## src/rtl/fpga_instruction_arb_pkg.sv

```systemverilog
// Shared types and sizing constants for the Neo-chip instruction link arbiter.
package fpga_instruction_arb_pkg;

  typedef enum logic [2:0] {
    IDLE = 3'd0,
    REQ  = 3'd1,
    ACKD = 3'd2,
    REL  = 3'd3,
    NEXT = 3'd4
  } arb_state_t;

  localparam int INSTR_W    = 147;
  localparam int CHUNK_W    = 32;
  localparam int CHUNKS_DEF = (INSTR_W + CHUNK_W - 1) / CHUNK_W;

endpackage

```

## src/rtl/fpga_rr_pick.sv

```systemverilog
// Combinational round-robin picker: first set request strictly after rr_ptr, wrapping.
module fpga_rr_pick #(
  parameter int N  = 2,
  parameter int IW = (N > 1) ? $clog2(N) : 1
) (
  input  logic [N-1:0]  req,
  input  logic [IW-1:0] rr_ptr,
  output logic          valid,
  output logic [IW-1:0] idx
);

  always_comb begin
    valid = 1'b0;
    idx   = '0;
    // The pointer itself is searched last, so the previous owner has lowest priority.
    for (int k = 1; k <= N; k++) begin
      if (!valid && req[(int'(rr_ptr) + k) % N]) begin
        valid = 1'b1;
        idx   = IW'((int'(rr_ptr) + k) % N);
      end
    end
  end

endmodule

```

## src/rtl/fpga_instruction_arbiter.sv

```systemverilog
// Round-robin arbiter sharing the 4-phase instruction link to the Neo chip,
// granting one whole instruction per owner, with a per-handshake stall watchdog.
module fpga_instruction_arbiter
  import fpga_instruction_arb_pkg::*;
#(
  parameter int NUM_REQ = 2,
  parameter int DATA_W  = CHUNK_W,
  parameter int CHUNKS  = CHUNKS_DEF,
  parameter int TIMEOUT = 1024
) (
  input  logic                        clk,
  input  logic                        rst,
  input  logic [NUM_REQ-1:0]          src_req,
  input  logic [NUM_REQ*DATA_W-1:0]   src_chunk,
  output logic [NUM_REQ-1:0]          src_ack,
  output logic                        link_req,
  output logic [DATA_W-1:0]           link_chunk,
  input  logic                        link_ack,
  output logic                        busy,
  output logic [$clog2(NUM_REQ)-1:0]  grant_id,
  output logic                        timeout_err,
  input  logic                        err_clr
);

  localparam int ID_W  = $clog2(NUM_REQ);
  localparam int CNT_W = (CHUNKS > 1) ? $clog2(CHUNKS) : 1;
  localparam int WD_W  = (TIMEOUT > 1) ? $clog2(TIMEOUT) : 1;

  localparam logic [CNT_W-1:0] LAST_CHUNK = CNT_W'(CHUNKS - 1);
  localparam logic [WD_W-1:0]  WD_LAST    = WD_W'((TIMEOUT > 0) ? TIMEOUT - 1 : 0);
  localparam logic [ID_W-1:0]  RR_RESET   = ID_W'(NUM_REQ - 1);

  arb_state_t         state_q, state_d;
  logic [CNT_W-1:0]   chunk_cnt_q, chunk_cnt_d;
  logic [ID_W-1:0]    rr_ptr_q, rr_ptr_d;
  logic [ID_W-1:0]    grant_id_q, grant_id_d;
  logic [DATA_W-1:0]  link_chunk_q, link_chunk_d;
  logic               link_req_q, link_req_d;
  logic [NUM_REQ-1:0] src_ack_q, src_ack_d;
  logic               timeout_err_q, timeout_err_d;
  logic [WD_W-1:0]    wd_cnt_q, wd_cnt_d;
  logic               busy_q, busy_d;

  logic               pick_valid_s;
  logic [ID_W-1:0]    pick_idx_s;
  logic               wd_expired_s;
  logic               timeout_set_s;

  fpga_rr_pick #(
    .N  (NUM_REQ),
    .IW (ID_W)
  ) u_pick (
    .req    (src_req),
    .rr_ptr (rr_ptr_q),
    .valid  (pick_valid_s),
    .idx    (pick_idx_s)
  );

  assign wd_expired_s = (TIMEOUT != 0) && (wd_cnt_q == WD_LAST);

  always_comb begin
    state_d       = state_q;
    chunk_cnt_d   = chunk_cnt_q;
    rr_ptr_d      = rr_ptr_q;
    grant_id_d    = grant_id_q;
    link_chunk_d  = link_chunk_q;
    link_req_d    = link_req_q;
    src_ack_d     = src_ack_q;
    timeout_set_s = 1'b0;

    case (state_q)
      IDLE: begin
        if (pick_valid_s) begin
          grant_id_d   = pick_idx_s;
          link_chunk_d = src_chunk[int'(pick_idx_s) * DATA_W +: DATA_W];
          link_req_d   = 1'b1;
          state_d      = REQ;
        end else begin
          state_d = IDLE;
        end
      end
      REQ: begin
        // A source dropping its request here is a protocol violation and is ignored.
        if (link_ack) begin
          src_ack_d[grant_id_q] = 1'b1;
          state_d               = ACKD;
        end else if (wd_expired_s) begin
          timeout_set_s = 1'b1;
        end else begin
          state_d = REQ;
        end
      end
      ACKD: begin
        if (!src_req[grant_id_q]) begin
          link_req_d = 1'b0;
          state_d    = REL;
        end else begin
          state_d = ACKD;
        end
      end
      REL: begin
        if (!link_ack) begin
          src_ack_d = '0;
          if (chunk_cnt_q == LAST_CHUNK) begin
            chunk_cnt_d = '0;
            rr_ptr_d    = grant_id_q;
            state_d     = IDLE;
          end else begin
            chunk_cnt_d = chunk_cnt_q + CNT_W'(1);
            state_d     = NEXT;
          end
        end else if (wd_expired_s) begin
          timeout_set_s = 1'b1;
        end else begin
          state_d = REL;
        end
      end
      NEXT: begin
        // Only the owner may continue; other sources wait for IDLE.
        if (src_req[grant_id_q]) begin
          link_chunk_d = src_chunk[int'(grant_id_q) * DATA_W +: DATA_W];
          link_req_d   = 1'b1;
          state_d      = REQ;
        end else begin
          state_d = NEXT;
        end
      end
      default: begin
        state_d = IDLE;
      end
    endcase

    // Abandon the stalled instruction and demote its source.
    if (timeout_set_s) begin
      link_req_d  = 1'b0;
      src_ack_d   = '0;
      chunk_cnt_d = '0;
      rr_ptr_d    = grant_id_q;
      state_d     = IDLE;
    end else begin
      state_d = state_d;
    end

    if (timeout_set_s) begin
      timeout_err_d = 1'b1;
    end else if (err_clr) begin
      timeout_err_d = 1'b0;
    end else begin
      timeout_err_d = timeout_err_q;
    end

    if (state_d != state_q) begin
      wd_cnt_d = '0;
    end else if (state_q == REQ || state_q == REL) begin
      wd_cnt_d = wd_cnt_q + WD_W'(1);
    end else begin
      wd_cnt_d = '0;
    end

    busy_d = (state_d != IDLE);
  end

  always_ff @(posedge clk) begin
    if (!rst) begin
      state_q       <= IDLE;
      chunk_cnt_q   <= '0;
      rr_ptr_q      <= RR_RESET;
      grant_id_q    <= '0;
      link_chunk_q  <= '0;
      link_req_q    <= 1'b0;
      src_ack_q     <= '0;
      timeout_err_q <= 1'b0;
      wd_cnt_q      <= '0;
      busy_q        <= 1'b0;
    end else begin
      state_q       <= state_d;
      chunk_cnt_q   <= chunk_cnt_d;
      rr_ptr_q      <= rr_ptr_d;
      grant_id_q    <= grant_id_d;
      link_chunk_q  <= link_chunk_d;
      link_req_q    <= link_req_d;
      src_ack_q     <= src_ack_d;
      timeout_err_q <= timeout_err_d;
      wd_cnt_q      <= wd_cnt_d;
      busy_q        <= busy_d;
    end
  end

  assign src_ack     = src_ack_q;
  assign link_req    = link_req_q;
  assign link_chunk  = link_chunk_q;
  assign busy        = busy_q;
  assign grant_id    = grant_id_q;
  assign timeout_err = timeout_err_q;

endmodule
```

## config.mk

```make
export PLATFORM = sky130hd
export DESIGN_NAME = fpga_instruction_arbiter
export DESIGN_NICKNAME = d
export VERILOG_FILES = /design/src/rtl/fpga_instruction_arb_pkg.sv /design/src/rtl/fpga_rr_pick.sv /design/src/rtl/fpga_instruction_arbiter.sv
export SDC_FILE = /design/constraint.sdc
export NUM_CORES = 1
export LEC_CHECK = 0
export ABC_AREA = 1
export CORE_MARGIN = 2
export CORE_UTILIZATION = 25
export CTS_CLUSTER_DIAMETER = 100
export CTS_CLUSTER_SIZE = 40
export DETAILED_ROUTE_END_ITERATION = 8
export DONT_BUFFER_PORTS = 1
export HOLD_SLACK_MARGIN = 0.06
export SYNTH_ARGS = -nofsm -noshare
export SYNTH_HDL_FRONTEND = slang
export SYNTH_SLANG_ARGS = --single-unit
export TNS_END_PERCENT = 100
```

## constraint.sdc

```tcl
create_clock -name clk -period 1.6 [get_ports clk]
set_input_delay 0.32 -clock clk [delete_from_list [all_inputs] [get_ports clk]]
set_output_delay 0.32 -clock clk [all_outputs]
set_load 0.01 [all_outputs]
```

# ---- Yosys cells after proc, flatten, opt, wreduce, memory -nomap -nowiden
# Cells that the tools add are included.
dict set report totals {
  ramBits 0
  reg_bits 55
  memories 0
  latch_bits 0
  inputBits 70
  rom_bits 0
}
dict set report op_classes {
  eq_ne 13
  multipliers 0
  magnitude_cmp 4
  shift 2
  n_div 0
  bitwise 6
  n_addsub 4
  n_mux 45
  reduce_logical 20
}
# op n
set op_table {}
lappend op_table {{64-bit by 7-bit indexed part select with 32-bit output} 2}
lappend op_table {{32-bit two-way mux} 2}
lappend op_table {{32-bit case mux with 2 select lines} 1}
lappend op_table {{1-bit two-way mux} 27}
lappend op_table {{3-bit two-way mux} 8}
lappend op_table {{3-bit case mux with 5 select lines} 1}
lappend op_table {{10-bit by 1-bit adder with 10-bit output, second input constant} 1}
lappend op_table {{10-bit == test, second input constant} 1}
lappend op_table {{2-bit inequality test, second input constant} 5}
lappend op_table {{2-bit nonzero test} 5}
lappend op_table {{3-bit AND reduction} 3}
lappend op_table {{3-bit by 2-bit == test with 1-bit output, second input constant} 2}
lappend op_table {{3-bit == test, second input constant} 2}
lappend op_table {{2-bit by 3-bit less-than comparator with 1-bit output, second input constant} 2}
lappend op_table {{3-bit nonzero test} 2}
lappend op_table {{2-bit two-way mux} 2}
lappend op_table {{2-bit case mux with 2 select lines} 1}
lappend op_table {{2-bit AND reduction} 2}
lappend op_table {{4-bit AND reduction} 1}
lappend op_table {{3-bit by 1-bit adder with 3-bit output, second input constant} 1}
lappend op_table {{3-bit by 1-bit == test with 1-bit output, second input constant} 1}
lappend op_table {{3-bit zero test} 1}
lappend op_table {{3-bit inequality test} 1}
lappend op_table {{1-bit inverter} 3}
lappend op_table {{14 further kinds} 17}

# ---- Logic depth before layout (Yosys ltp)
dict set report logic_depth {
  word_depth 14
  mapped_depth 12
}

# ---- Modules after synthesis
# Synthesis repeated with hierarchy kept, for this count alone.
dict set report unflattened {
  hier_cells 361
  area_unflattened_um2 2636.3
}
# module cells_per_inst area_per_inst_um2 n_inst seq_area_each_um2
set by_module_without_submodules {}
lappend by_module_without_submodules {fpga_instruction_arbiter 358 2621.3 1 1101.1}
lappend by_module_without_submodules {fpga_rr_pick 3 15.0 1 0.0}

# ---- Least setup slack after synthesis
# No wires, ideal clock.
dict set report synth_timing {
  path_kind {reg-to-reg}
  from {register wd_cnt_q[0]}
  to {register wd_cnt_q[7]}
  n_path_buf 0
  required_ps 1484
  setup_time_ps 116
  path_slack_ps 163
  arrival_ps 1321
  path_stages_with_launch 11
  path_cell_list {dfxtp_1 > ha_1 > nand2_1 > nor2_2 > nand2_1 > nor2_1 > nand2_1 > nand3_1 > a21oi_2 > nand2_4 > nor2_1}
}
dict set report synth_between {
  elab_chain_cells 7
}
# element line_no
set synth_lines {}
lappend synth_lines {{from (decl)} fpga_instruction_arbiter.sv:41} ;# logic [WD_W-1:0] wd_cnt_q, wd_cnt_d;
lappend synth_lines {{from (signal assigned)} fpga_instruction_arbiter.sv:184} ;# wd_cnt_q <= wd_cnt_d;
lappend synth_lines {{10-bit == test} fpga_instruction_arbiter.sv:59} ;# assign wd_expired_s = (TIMEOUT != 0) && (wd_cnt_q == WD_LAST);
lappend synth_lines {{3-bit two-way mux, or another cell as far along} fpga_instruction_arbiter.sv:112} ;# end else if (wd_expired_s) begin
lappend synth_lines {{3-bit two-way mux, or another cell as far along} fpga_instruction_arbiter.sv:102} ;# if (!link_ack) begin
lappend synth_lines {{3-bit case mux with 5 select lines or 1-bit case mux with 2 select lines (tied branches)} fpga_instruction_arbiter.sv:71} ;# case (state_q)
lappend synth_lines {{3-bit two-way mux} fpga_instruction_arbiter.sv:134} ;# if (timeout_set_s) begin
lappend synth_lines {{3-bit inequality test} fpga_instruction_arbiter.sv:152} ;# if (state_d != state_q) begin
lappend synth_lines {{3-bit OR reduction (no source line)} --}
# Several ways; a longest one is shown, not always the timed one.
# A chain may end at the register's enable or synchronous reset.

# ---- Worst setup path after layout
dict set report layout_timing {
  from {register state_q[0]}
  to {register wd_cnt_q[1]}
}
dict set report layout_between {
  elab_chain_cells 6
}
# element line_no
set layout_lines {}
lappend layout_lines {{from (decl)} fpga_instruction_arbiter.sv:33} ;# arb_state_t state_q, state_d;
lappend layout_lines {{from (signal assigned)} fpga_instruction_arbiter.sv:176} ;# state_q <= state_d;
lappend layout_lines {{3-bit two-way mux, on equally long branches} {fpga_instruction_arbiter.sv:112, fpga_instruction_arbiter.sv:87}}
lappend layout_lines {{3-bit two-way mux, on equally long branches} {fpga_instruction_arbiter.sv:102, fpga_instruction_arbiter.sv:84}}
lappend layout_lines {{3-bit case mux with 5 select lines} fpga_instruction_arbiter.sv:71}
lappend layout_lines {{3-bit two-way mux} fpga_instruction_arbiter.sv:134}
lappend layout_lines {{3-bit inequality test} fpga_instruction_arbiter.sv:152}
lappend layout_lines {{3-bit OR reduction (no source line) (*)} --}
# Mark *: on every way between the ends. The rest lies on a longest branch, timed or not.

==> results.toml <==
[timing]
max_freq_mhz = 636
worstMarginPinSlew_ns = 0.363
fin_crit_ns = 1.57
setup_viol = 0
post-route-period-util_pct = 98.3
final.setup.tns_ns = 0
rsz0062_at_grt = "true"
finalHoldViolations = 0
slew_viol_final = 0
max_slew_margin_pct = 75.6
skew_ns = 0.00954

[final_layout]
fin_util_pct = 31.0
fin_nets = 382
fin_area_um2 = 3050
final_common_cell = "dfxtp_1"
area_growth_pct = 20.2
regArea_um2 = 1110
instances_no_fill = 443
multi_input_area_um2 = 1340
fill_cells = 1067
mostFrequentLayoutCells = "dfxtp_1, a21oi_1, o21ai_0"
antennaDiodeCount = 0
final_layout_size_suffix_gt1_share_pct = 21.3

[global_route]
antenna_found_initial = 0
grt_pass1_vias = 1921
grt.total_usage_pct = 10.7
gr-total-overflow = 0
grt-busiest-layer = "met2"
use_met2_pct = 18.1
met1_usage_pct = 12.5
grt_pass1_wl_um = 9450
grt_max_degree = 37
grtUsageMet3_pct = 4.18

[clock_tree]
hold_buffers = 0
cts_sinks = 55
clk_latency_ns = 0.31
clockBufferDepth = 2
cts_tree = "yes"
clkTransAtPathRegs_ns = 0.10
cts-root-buf = "clkbuf_8"
cts_buffers = 5
cts.htree.levels = 2

[worst_setup_path]
crit_path_frequent_cell = "nor2_1"
cpMaxStageDelayCell = "dfxtp_2"
max_stage_delay_ns = 0.34
end_kind = "register"
regToRegStartpoint = "state_q[0]"
reg2reg_slack_ns = 0.03
crit_chain = "buf_4 > inv_2 > nand3_1 > nor2_1 > nor2_1 > nand3_1 > nand2_1 > nand2_1 > nand2_2 > nand2_4 > nor2_1"
path_max_fanout = 5
crit_start = "state_q[0]"
startpoint_type = "register"
r2r_cells = 11
worstPathArrival_ns = 1.78
worstPathRequired_ns = 1.81
crit_type = "register to register"
r2r-end = "wd_cnt_q[1]"

[drt]
vias_per_cell = 4.66
num_vias = 2064
drt_pass1_iterations = 4
routed_wirelength_um = 6780
drc = 0
wl_per_cell_um = 15.3
ant_nets = 0
drtIter0Drc = 98

[pwr]
power_density_nw_per_um2 = 1010
p_total_w = 0.00308
leakage_nw = 1.28
ir_worst_vdd_uv = 398

[yosys]
netlist-cell-type-count = 32
synth.cell_area_um2 = 2540
syn_area_per_cell_um2 = 8.54
synth_seq_cells = 55
synthTopCellsByArea = "dfxtp_1, mux2i_1, a21oi_1"
syn_nets = 370
yosys.area.top_type = "dfxtp_1"
synth_top_area_share_pct = 43.4
synthCells = 297
ys_warn_count = 0
yosysSeqAreaShare_pct = 43.4

[hold_path]
worst_hold_startpoint = "rst"
whs_path_depth = 2
hold-path-endpoint = "link_chunk[23]"
hold_class = "input pin to register"

[die]
die_height_um = 105
die_x_um = 105
start_util_pct = 25.8
ioPinCount = 108
die_area_um2 = 11000
fp-row-count = 36
core-area_um2 = 9820

[placement]
postPlaceCellArea_um2 = 2680
post-dp-hpwl_um = 4210
gp_congestion = 0.837
port_buffers = 0
dp_cells = 424

[run_status]
status = "finished, final reports clean"

[run]
maxCapViolations = 0
==> metal layers <==
layer / wire length, um / share of wire (%)
met1: 2810 / 41
met5: 0 / 0
met3: 483 / 7.1
met4: 87 / 1.3
met2: 3400 / 50
==> synth_stat cells <==
| cell type | number |
|---|---|
| buf_2 | 6 |
| inv_1 | 17 |
| a211oi_1 | 1 |
| mux2i_1 | 32 |
| xor2_1 | 5 |
| nor2_2 | 4 |
| o21ai_4 | 1 |
| nand2_4 | 1 |
| buf_4 | 1 |
| clkbuf_1 | 4 |
| o31ai_1 | 1 |
| dfxtp_1 | 55 |
| nand4_1 | 1 |
| buf_12 | 3 |
| o21ai_0 | 36 |
| a21oi_1 | 39 |
| nor3_4 | 1 |
| nand3_2 | 1 |
| ha_1 | 3 |
| xnor2_1 | 3 |
| nor3_1 | 3 |
| o21ai_2 | 1 |
| o21a_1 | 2 |
| o21ai_1 | 2 |
| nand2_1 | 33 |
| a31oi_1 | 1 |
| nor2_1 | 26 |
| a21oi_2 | 1 |
| buf_6 | 1 |
| inv_2 | 2 |
| nand3_1 | 9 |
| nand2_2 | 1 |
==> flip-flops by register name, summed over array words and instances, names as in the netlist <==
name and count:
link_chunk 32, grant_id 1, rr_ptr_q 1, link_req 1
busy 1, chunk_cnt_q 3, timeout_err 1, state_q 3
src_ack 2, wd_cnt_q 10
==> cell type report <==
cell class	instances	share of cell area, %
clock inverter	3	0.657
sequential	55	36.5
timing repair buffer	19	8.83
tap	133	5.46
multi-input combinational	209	44.0
inverter	19	2.34
clock buffer	5	2.26
==> metrics by stage <==
stage,worst slack (ns),hold WS (ns)
final,0.0270,0.140
after global placement,0.0348,0.426
after floorplan,0.163,0.418
after global routing,-0.0990,0.127
after detailed placement,-0.0554,0.445
after CTS,0.0216,0.120
==> power breakdown <==
part / switching (W) / internal, W / total [W] / leakage (nW)
logic: 0.000356 / 0.000288 / 0.000644 / 0.785
registers: 0.000155 / 0.00151 / 0.00167 / 0.456
clock network: 0.000463 / 0.000306 / 0.000769 / 0.0402
==> cell families after synthesis <==
kind of cell             after synthesis  synth area share, %
multiplexers                          32                 12.6
flip-flops                            55                 43.4
XOR/XNOR                               8                 2.76
AND/OR/NAND/NOR                       80                 14.1
adder cells (fa/ha/maj)                3                 1.48
buffers and inverters                 34                 7.70
AO/OA/AOI/OAI                         85                 18.0
==> worst max-delay path by stage <==
| stage | end | slack, ns |
|---|---|---|
| 2_1_floorplan | wd_cnt_q[7] | 0.16 |
| 3_3_place_gp | wd_cnt_q[0] | 0.03 |
| 3_5_place_dp | wd_cnt_q[7] | -0.06 |
| 4_1_cts | link_chunk[11] | 0.02 |
| 5_1_grt | wd_cnt_q[1] | -0.1 |
| 6_report | wd_cnt_q[1] | 0.03 |
==> timing repair <==
item / in CTS / in global routing
pin swaps: 1 / 11
endpoints found under the setup margin: 31 / 44
gates resized for setup: 4 / 29
gates cloned: 1 / 5
setup buffers: 1 / 4
==> worst max-delay path: cells and delay by family (launching register included) <==
kind / cells / cell delay [ns]
buffers and inverters: 2 / 0.24
AND/OR/NAND/NOR: 9 / 0.90
flip-flops: 1 / 0.34
(Power assumes the default switching activity.)
==> RTL change 1 (same settings) <==
Change the package constant `CHUNK_W` from 32 to 64.
--- a/src/rtl/fpga_instruction_arb_pkg.sv
+++ b/src/rtl/fpga_instruction_arb_pkg.sv
@@ -10,7 +10,7 @@
   } arb_state_t;
 
   localparam int INSTR_W    = 147;
-  localparam int CHUNK_W    = 32;
+  localparam int CHUNK_W    = 64;
   localparam int CHUNKS_DEF = (INSTR_W + CHUNK_W - 1) / CHUNK_W;
 
 endpackage
Ports: changed (resized link_chunk and src_chunk); port bits go from 108 to 204. No check against the original RTL was run, so the function may have changed too.
==> RTL change 1 against the original RTL <==
- the run now ends with negative setup slack left
- fmax decreased by 2.0%
- synthesized cell count is 90% higher
- power is 110% higher
- design area is 75% higher
- area after synthesis up 64%
- wire length rose by 75%
- sequential cell count grew 31
- clock skew decreased by 0.0058 ns
- worst setup slack lost 0.032 ns
- via count up 81%
- utilization rose by 1.6 points
==> RTL change 1: results (changes against the original RTL) <==
insertion delay to the later sink of the worst-skew pair=0.34 ns (+0.03 ns); fraction of layout instances using a drive strength above 1=0.283 (+0.0699); syn_nets=698 (+89%); setup ws final=-0.00534 ns (-0.0323 ns); P_leak=2.29 nW (+79%); most frequent cell after synthesis=o21ai_1; synthesis-to-finish area growth=28.7%; metal2 WL=5.86 mm (+72%); cell area after synthesis=4160 um^2 (+64%); H-tree levels=3 (+1); Vias/cell=4.58 (-1.6%); diodes inserted=0 (unchanged); Num CTS Buffers=9 (+4); sequential share of the synthesized area=0.414 (-0.0199); vias in the first global route=3192 (+66%); Worst Reg-to-Reg Cells=9 (-2); CTS root buf=clkbuf_16; Cell variety after synth=30 (-6.3%); Starting DRT DRC Count=187 (+91%); Final GP Congestion=0.816 (-2.5%); Max VDD drop=0.465 mV (+17%); synth top area cells=dfxtp_1, o21ai_1, nand2_1; pre-CTS WS=0.00972 ns (+0.0651 ns); DRT Wirelength=11.9 mm (+75%); failing checks=negative setup slack; final setup fails=1 (+1); placed inst area=4510 um^2 (+68%); synth cell count leaders=o21ai_1, nand2_1, dfxtp_1; CP max stage cell=dfxtp_2; first-pass GRT wire length=16.2 mm (+72%); max reg flops=64 (+100%); Total Nets Final=724 (+90%); crit-path max cell delay=0.35 ns; Met3 Wirelength=1.04 mm (+120%); CP Data Arrival Time=1.89 ns (+0.11 ns); Fillers=1713 (+61%); Finished Layout Cells=814 (+84%); status=complete, but fails checks; DRT met1 WL=4.81 mm (+71%); crit-path leading delay family=simple AND/OR/NAND/NOR gates; max_slew headroom=0.752 (-0.00357); Clk pin slew, worst setup/hold paths=0.07 ns (-0.03 ns); initial antenna violation count=0 (unchanged); Setup Skew=0.00373 ns (-0.00582 ns); hpwl dp=7.60 mm (+81%); largest net degree at the start of global routing=68 (+84%); net switching power=0.00200 W (+110%); Post-synth ARST share=0 (unchanged); GRT Util Overall=0.117 (+0.00987); Synth Instances=563 (+90%); placed cells=782 (+84%)
RTL change 1: power groups by stage:
stage	combinational, W	clock [W]	sequential (W)
final	0.00138	0.00223	0.00274
after global routing	0.00153	0.00241	0.00278
after CTS	0.00107	0.00232	0.00274
after detailed placement	0.00105	0	0.00279
after global placement	0.00103	0	0.00279
after floorplan	0.000844	0	0.00271
RTL change 1: cell type report:
type                       count  share of cell area
timing repair buffer          50               0.119
multi-input combinational    361               0.390
clock inverter                 5              0.0122
inverter                      81              0.0573
clock buffer                  11              0.0473
tap                          220              0.0515
sequential                    86               0.323
RTL change 1: stage by stage:
| stage | power [W] | TNS [ns] | hold slack, ns |
|---|---|---|---|
| CTS | 0.00613 | 0 | 0.0925 |
| global placement | 0.00382 | -0.000496 | 0.446 |
| floorplan | 0.00356 | 0 | 0.428 |
| finish | 0.00635 | -0.00534 | 0.112 |
| detailed placement | 0.00384 | 0 | 0.450 |
| global route | 0.00672 | -1.36 | 0.120 |
RTL change 1: final timing paths:
path	slack, ns	startpoint	end
setup / recovery	-0.005	state_q[0]$_SDFF_PN0_	wd_cnt_q[0]$_SDFF_PP0_
hold / removal	0.11	rst	link_chunk[38]$_SDFFE_PN0P_
setup reg to reg	-0.005	state_q[0]$_SDFF_PN0_	wd_cnt_q[0]$_SDFF_PP0_
hold reg to reg	0.46	chunk_cnt_q[0]$_SDFFE_PP0P_	chunk_cnt_q[1]$_SDFFE_PP0P_
RTL change 1: cell families (layout without fill, tap and decap cells):
family / after synthesis / after routing / share of synthesized area
xor gates and xnor gates: 8 / 8 / 0.0169
DFF: 86 / 86 / 0.414
AOI/OAI and AO/OA: 213 / 213 / 0.293
and+or+nand+nor: 138 / 139 / 0.143
buffers and inverters: 117 / 147 / 0.129
adders and majority gates: 1 / 1 / 0.00301
RTL change 1: what timing repair did:
item / CTS / global route
endpoints found under the setup margin: 12 / 77
resized for setup: 1 / 87
cloned: 0 / 7
setup buffers: 1 / 8
pin swaps: 1 / 23
RTL change 1: layer usage:
layer / vias up / global-route usage
met3: 16 / 0.0571
met4: 0 / 0.0466
met1: 1674 / 0.131
met5: - / 0
li1: 1893 / -
met2: 147 / 0.189
==> RTL change 2 (same settings) <==
Made on the original files. The 5 states of `arb_state_t` get a Gray code encoding in 3 bits.
--- a/src/rtl/fpga_instruction_arb_pkg.sv
+++ b/src/rtl/fpga_instruction_arb_pkg.sv
@@ -2,11 +2,11 @@
 package fpga_instruction_arb_pkg;
 
   typedef enum logic [2:0] {
-    IDLE = 3'd0,
-    REQ  = 3'd1,
-    ACKD = 3'd2,
-    REL  = 3'd3,
-    NEXT = 3'd4
+    IDLE = 3'b000,
+    REQ  = 3'b001,
+    ACKD = 3'b011,
+    REL  = 3'b010,
+    NEXT = 3'b110
   } arb_state_t;
 
   localparam int INSTR_W    = 147;
Formal check against the unedited RTL: no difference found for any inputs over 4 cycles, from zero or initial values and one cycle with rst low; so few cycles prove little.
==> RTL change 2 against the original RTL <==
- wire length fell by 8.2%
- design area up 2.2%
- sequential cell count is the same
- power up 3.1%
- first-iteration DRC count increased by 8.2%
- area after synthesis decreased by 1.8%
- via count rose by 3.8%
- worst setup slack better by 0.050 ns
- fmax increased by 3.3%
- largest cell class unchanged
==> RTL change 2: results (changes against the original RTL) <==
hpwl dp=4.17 mm (-0.81%); Worst Reg-to-Reg Cells=10 (-1); largest net degree at the start of global routing=43 (+16%); P_leak=1.36 nW (+6.2%); via count=2143 (+3.8%); syn_nets=373 (+0.81%); GRT met3 Usage=0.0327 (-0.00907); met2 Use GR=0.192 (+0.0108); status=finished clean; Non-clk bufs=29 (+10); synth cell count leaders=dfxtp_1, a21oi_1, o21ai_0; first-pass GRT wire length=9.68 mm (+2.4%); setup bufs post-CTS=7 (+6); Starting DRT DRC Count=106 (+8.2%); Core Util, Final=0.320 (+0.00982); hold slack=0.138 ns (-0.00218 ns); setup ws final=0.0766 ns (+0.0496 ns); Signal inverters=22 (+3); Final GP Congestion=0.853 (+1.9%); placed cells=434 (+2.4%); clkbuf count=8 (+3); fraction of layout instances using a drive strength above 1=0.231 (+0.0179); Total Nets Final=397 (+3.9%); buffering overhead=0.0972 (+0.00893); sequential cell count=55 (unchanged); sequential share of the synthesized area=0.442 (+0.00785); pre-CTS WS=-0.0310 ns (+0.0244 ns); Synth Instances=300 (+1.0%); GRT Util Overall=0.110 (+0.00362); DRT met1 WL=2.47 mm (-12%); FF-to-FF setup slack=0.08 ns (+0.05 ns); synth top area cells=dfxtp_1, mux2i_1, a21oi_1; Fillers=1046 (-2.0%); Max VDD drop=0.466 mV (+17%)
RTL change 2: critical path, cell delays in order, from the launching register on:
cell	delay, ns
dfxtp_2	0.36
inv_4	0.10
nand3_2	0.09
buf_4	0.15
nor2_2	0.11
nor2_2	0.06
nand2_2	0.07
nand4_1	0.14
nand2_4	0.13
nand4_4	0.14
nor2_2	0.12
RTL change 2: power by group:
group          internal [W]  total, W  switching (W)
clock              0.000396  0.000848       0.000451
combinational      0.000268  0.000624       0.000356
sequential          0.00153   0.00171       0.000179
total               0.00219   0.00318       0.000986
RTL change 2: kinds of logic (layout without fill, tap and decap cells):
kind of cell | count (synthesis) | in the layout | synth area share
buffers and inverters | 35 | 59 | 0.0628
adder cells (fa/ha/maj) | 3 | 3 | 0.0151
AND/OR/NAND/NOR | 78 | 79 | 0.136
XOR/XNOR | 8 | 8 | 0.0281
multiplexers | 32 | 32 | 0.129
AO/OA/AOI/OAI | 89 | 89 | 0.187
flip-flops | 55 | 55 | 0.442
